===== config.mk =====
export PLATFORM = sky130hd
export DESIGN_NAME = rs_ldst_ord_ctrl
export DESIGN_NICKNAME = d
export VERILOG_FILES = /design/src/rtl/rs_ldst_ord_ctrl_pkg.sv /design/src/rtl/ldst_age_fifo.sv /design/src/rtl/rs_ldst_ord_ctrl.sv
export SDC_FILE = /design/constraint.sdc
export NUM_CORES = 1
export LEC_CHECK = 0
export ABC_AREA = 1
export CORE_AREA = 2 2 39 41
export CTS_CLUSTER_SIZE = 24
export DETAILED_ROUTE_END_ITERATION = 16
export DIE_AREA = 0 0 41 43
export DONT_BUFFER_PORTS = 1
export SKIP_LAST_GASP = 1
export SLEW_MARGIN = 20
export SYNTH_ARGS = -nofsm -noshare
export SYNTH_HDL_FRONTEND = slang
export SYNTH_SLANG_ARGS = --single-unit

===== constraint.sdc =====
create_clock -name clk -period 2 [get_ports clk]
set_input_delay 0.4 -clock clk [delete_from_list [all_inputs] [get_ports clk]]
set_output_delay 0.4 -clock clk [all_outputs]
set_load 0.02 [all_outputs]

===== src/rtl/rs_ldst_ord_ctrl_pkg.sv =====
// Shared types and helpers for the load/store RS allocation/issue controller.
// Entry count comes from RS_LDST_ENT_NUM / RS_LDST_ENT_SEL when defined.
`ifndef RS_LDST_ENT_NUM
`define RS_LDST_ENT_NUM 2
`endif
`ifndef RS_LDST_ENT_SEL
`define RS_LDST_ENT_SEL 1
`endif
package rs_ldst_ord_ctrl_pkg;

  localparam int ENT_NUM = `RS_LDST_ENT_NUM;
  localparam int ENT_SEL = `RS_LDST_ENT_SEL;
  localparam int CNT_W = $clog2(ENT_NUM + 1);

  typedef logic [ENT_SEL-1:0] idx_t;
  typedef logic [CNT_W-1:0]   cnt_t;

  typedef struct packed {
    logic ok_1;
    idx_t sel_1;
    logic ok_2;
    idx_t sel_2;
  } pick_t;

  // Circular pointer advance by 0..2 slots.
  function automatic idx_t ptr_add(idx_t p, logic [1:0] n);
    logic [ENT_SEL+1:0] s;
    s = {2'b00, p} + {{ENT_SEL{1'b0}}, n};
    if (s >= (ENT_SEL+2)'(ENT_NUM))
      s = s - (ENT_SEL+2)'(ENT_NUM);
    return s[ENT_SEL-1:0];
  endfunction

  // Lowest and second-lowest free entry.
  function automatic pick_t pick_free(logic [ENT_NUM-1:0] free);
    pick_t r;
    r = '0;
    for (int i = 0; i < ENT_NUM; i++) begin
      if (free[i]) begin
        if (!r.ok_1) begin
          r.ok_1  = 1'b1;
          r.sel_1 = idx_t'(i);
        end else if (!r.ok_2) begin
          r.ok_2  = 1'b1;
          r.sel_2 = idx_t'(i);
        end
      end
    end
    return r;
  endfunction

endpackage


===== src/rtl/ldst_age_fifo.sv =====
// Age queue of RS entry indices: dual push (slot 1 first), single pop.
// clr empties the queue at the next edge and overrides push/pop.
module ldst_age_fifo
  import rs_ldst_ord_ctrl_pkg::*;
(
  input  logic clk,
  input  logic rst,
  input  logic clr,
  input  logic push_1,
  input  logic push_2,
  input  idx_t d_1,
  input  idx_t d_2,
  input  logic pop,
  output idx_t head_idx,
  output cnt_t count
);

  idx_t       q [ENT_NUM];
  idx_t       head;
  idx_t       tail;
  logic [1:0] npush;
  idx_t       wr_2;

  assign npush    = {1'b0, push_1} + {1'b0, push_2};
  assign wr_2     = push_1 ? ptr_add(tail, 2'd1) : tail;
  assign head_idx = q[head];

  always_ff @(posedge clk or posedge rst) begin
    if (rst) begin
      head  <= '0;
      tail  <= '0;
      count <= '0;
      for (int i = 0; i < ENT_NUM; i++)
        q[i] <= '0;
    end else if (clr) begin
      head  <= '0;
      tail  <= '0;
      count <= '0;
    end else begin
      if (push_1)
        q[tail] <= d_1;
      if (push_2)
        q[wr_2] <= d_2;
      tail  <= ptr_add(tail, npush);
      if (pop)
        head <= ptr_add(head, 2'd1);
      count <= count + cnt_t'(npush) - cnt_t'(pop);
    end
  end

endmodule


===== src/rtl/rs_ldst_ord_ctrl.sv =====
// Load/store RS allocation and strictly in-order issue controller.
// Optional RS_LDST_FLUSH_EN adds i_flush to drop all queued entries.
module rs_ldst_ord_ctrl
  import rs_ldst_ord_ctrl_pkg::*;
(
  input  logic               clk,
  input  logic               rst,
  input  logic [ENT_NUM-1:0] i_busy_vec,
  input  logic [ENT_NUM-1:0] i_vld_vec,
  input  logic               i_dp_req_1,
  input  logic               i_dp_req_2,
  input  logic               i_stall_ext,
  input  logic               i_ex_rdy,
`ifdef RS_LDST_FLUSH_EN
  input  logic               i_flush,
`endif
  output logic               o_stall_req,
  output logic               o_alloc_vld_1,
  output idx_t               o_alloc_sel_1,
  output logic               o_alloc_vld_2,
  output idx_t               o_alloc_sel_2,
  output logic               o_is_vld,
  output idx_t               o_is_sel
);

  logic  flush;
  pick_t pk;
  logic  short;
  logic  push_1;
  logic  push_2;
  idx_t  head_idx;
  cnt_t  q_cnt;

`ifdef RS_LDST_FLUSH_EN
  assign flush = i_flush;
`else
  assign flush = 1'b0;
`endif

  assign pk = pick_free(~i_busy_vec);

  // Not enough free entries for every requesting slot.
  assign short = (i_dp_req_1 & i_dp_req_2 & ~pk.ok_2) |
                 ((i_dp_req_1 ^ i_dp_req_2) & ~pk.ok_1);

  assign o_stall_req   = short & ~flush;
  assign o_alloc_vld_1 = i_dp_req_1 & ~short & ~flush;
  assign o_alloc_vld_2 = i_dp_req_2 & ~short & ~flush;
  assign o_alloc_sel_1 = o_alloc_vld_1 ? pk.sel_1 : '0;
  assign o_alloc_sel_2 = !o_alloc_vld_2 ? '0 :
                         i_dp_req_1     ? pk.sel_2 : pk.sel_1;

  assign push_1 = o_alloc_vld_1 & ~i_stall_ext;
  assign push_2 = o_alloc_vld_2 & ~i_stall_ext;

  assign o_is_vld = (q_cnt != '0) & i_vld_vec[head_idx] &
                    i_ex_rdy & ~flush;
  assign o_is_sel = o_is_vld ? head_idx : '0;

  ldst_age_fifo u_fifo (
    .clk      (clk),
    .rst      (rst),
    .clr      (flush),
    .push_1   (push_1),
    .push_2   (push_2),
    .d_1      (o_alloc_sel_1),
    .d_2      (o_alloc_sel_2),
    .pop      (o_is_vld),
    .head_idx (head_idx),
    .count    (q_cnt)
  );

endmodule


==> impl_metrics.tcl <==
set metrics [dict create \
    netlist_area_um2 526 \
    ys_ff_latch 6 \
    arrival_ps 1440 \
    crit_cells 7 \
    report.final.slew_viol_count 0 \
    core-area_um2 1380 \
    cts-root-buf "clkbuf_4" \
    fin_nets 100 \
    grt_use_total 0.130 \
    post-cts-setup-buffers 0 \
    std_cell_rows 14 \
    ant_nets 0 \
    cp_common_cell "nand2_1" \
    path_clk_slew_ps 40 \
    initial_core_util 0.380 \
    htree_levels 1 \
    ir_drop_mv 0.598 \
    drive_gt1_frac 0.143 \
    synthArstFlopShare 1.00 \
    rsz0062_at_grt "no" \
    dp_hpwl_um 803 \
    clock-sinks 6 \
    tightestPinTransition_ps 251 \
    max_stage_delay_ps 390 \
    dieArea_um2 1760 \
    avgSynthCellArea_um2 6.91 \
    synth_edf_count 0 \
    start_kind "flip-flop" \
    p_leak_nw 0.370 \
    yosysMostFrequentCell "nand2_1" \
    synth_nets 90 \
    dp.cells 96 \
    hold_class "input pin to flip-flop" \
    grt_pass1_vias 416 \
    port_buffers 0 \
    required_ps 1600 \
    ys_warn_count 0 \
    cts_tree "done" \
    drt_iter0_markers 10 \
    synth.distinct_cells 17 \
    cp_cell_sequence "nand2_1 -> nand2_1 -> o211ai_1 -> inv_1 -> buf_4 -> nand2_1 -> inv_1" \
    cts-buffers-inserted 3 \
    min_period_ps 1840 \
    synth_top_cell_area_share 0.286 \
    path_delay_family "flip-flops" \
    grt_max_degree 9 \
    die_h_um 43 \
    layout.cells.non_filler 100 \
    setup_viol 0 \
    tns_ps 0 \
    clk_path_buf_depth 2 \
    slew-limit-headroom 0.832 \
    area_growth_pct 15.7 \
    via_count 476 \
    seq_area_frac_synth 0.286 \
    fin_skew_ps 6.28 \
    yosysTopAreaCell "dfrtp_1" \
    vias_per_cell 4.76 \
    insertion_delay_ps 240 \
    status "completed" \
    gp_congestion 0.745 \
    crit_type "flip-flop to primary output" \
    fin_crit_sh 0.918 \
    cts-resized-gates 0 \
    p_per_area_nw_per_um2 949 \
    grt_pass1_wl_um 1600 \
    antenna_found_initial 0 \
    cp_num_buf_inv 3 \
    wirelength_um 935 \
    whs_path_depth 3 \
    overflow 0 \
    chipWidth_um 41 \
    wire_per_inst_um 9.35 \
    maxCapViolCount 0 \
    antenna_cells 0 \
    synth-main-ff-cell "dfrtp_1" \
    slowest_stage "dfrtp_1" \
    synth_area_leaders "dfrtp_1 29%, nand2_1 14%, inv_1 12%" \
    drc 0 \
    crit_path_end_kind "primary output" \
    fmax_mhz 545 \
    num_io_pins 17 \
    ff2ff_path_depth 9 \
    path_max_fanout 3 \
    netlist_top_cells_count "19 x nand2_1, 17 x inv_1, 6 x dfrtp_1" \
    hold_viol 0 \
    netlist_instances 76 \
    dr.pass1.iters 4 \
]
cells in the final DEF (no fill, tap or decap):
cell,instances
buf_4,4
clkbuf_4,3
dfrtp_1,6
dlygate4sd3_1,1
ha_1,4
inv_1,17
inv_2,1
nand2_1,19
nand3_1,4
nand3_2,1
nand4_1,5
nand4_2,1
nor2_1,5
nor2_2,1
o211ai_1,1
o21a_1,1
o21ai_0,4
o21ai_2,1
xnor2_1,2
xor2_1,3
power breakdown:
| part | total (mW) | internal [mW] | switching [mW] |
|---|---|---|---|
| sequential | 0.222 | 0.177 | 0.0447 |
| combinational | 0.248 | 0.105 | 0.143 |
| clock | 0.108 | 0.0676 | 0.0399 |
| total | 0.577 | 0.350 | 0.227 |
worst reg2reg max path, delay by kind of cell (launching register included):
kind	cells	cell delay (ps)
AO/OA/AOI/OAI	1	250
XOR/XNOR	2	270
buffers and inverters	2	140
adder cells (fa/ha/maj)	2	460
flip-flops	1	390
AND/OR/NAND/NOR	2	140
area by class of cell:
class / count / area [µm²]
Sequential cell: 6 / 150
Clock buffer: 3 / 22.5
Fill cell: 147 / 776
Timing Repair Buffer: 5 / 40.0
Tap cell: 16 / 20.0
Inverter: 18 / 67.6
Multi-Input combinational cell: 52 / 308
sequential cells by signal, indices dropped and copies added (netlist names):
signal        cells
u_fifo.tail       1
u_fifo.count      2
u_fifo.head       1
u_fifo.q          2
final timing paths:
kind	start	end	slack, ps
worst max-delay path	u_fifo.q[1]	o_is_sel	160
worst min-delay path	i_dp_req_1	u_fifo.q[0]	440
worst max register to register	u_fifo.q[1]	u_fifo.count[1]	250
worst min register to register	u_fifo.head	u_fifo.head	560
max in group asynchronous	rst	u_fifo.q[0]	1300
min in group asynchronous	rst	u_fifo.count[0]	510
repair_timing:
action	CTS	global route
hold endpoints to repair	6	0
hold buffers	1	0
endpoints found under the setup margin	0	0
kinds of logic (layout without fill, tap and decap cells):
kind of cell / count (synthesis) / in the layout / synth area share
simple gates: 36 / 36 / 0.324
xor+xnor: 5 / 5 / 0.0833
flops: 6 / 6 / 0.286
buf+inv: 18 / 26 / 0.129
fa+ha+maj: 4 / 4 / 0.0952
compound gates: 7 / 7 / 0.0833
routing by layer:
layer	up-vias	track usage	routed length, µm
met5	-	0	0
met3	0	0.0471	33
met4	0	0.0400	0
met2	9	0.184	457
li1	256	-	-
met1	211	0.181	444
stage by stage:
| step | hold slack [ps] | utilization | power, mW | worst slack [ps] | instance area (µm²) |
|---|---|---|---|---|---|
| after global routing | 470 | 0.439 | 0.646 | 26.8 | 608 |
| after floorplan | 191 | - | 0.417 | 46.0 | 526 |
| after CTS | 439 | 0.439 | 0.587 | 144 | 608 |
| after detailed placement | 216 | 0.416 | 0.473 | 32.2 | 576 |
| final | 442 | 0.439 | 0.577 | 165 | 608 |
| after global placement | 218 | 0.416 | 0.471 | 54.2 | 576 |
No activity file was read; power rests on OpenSTA's default activity.
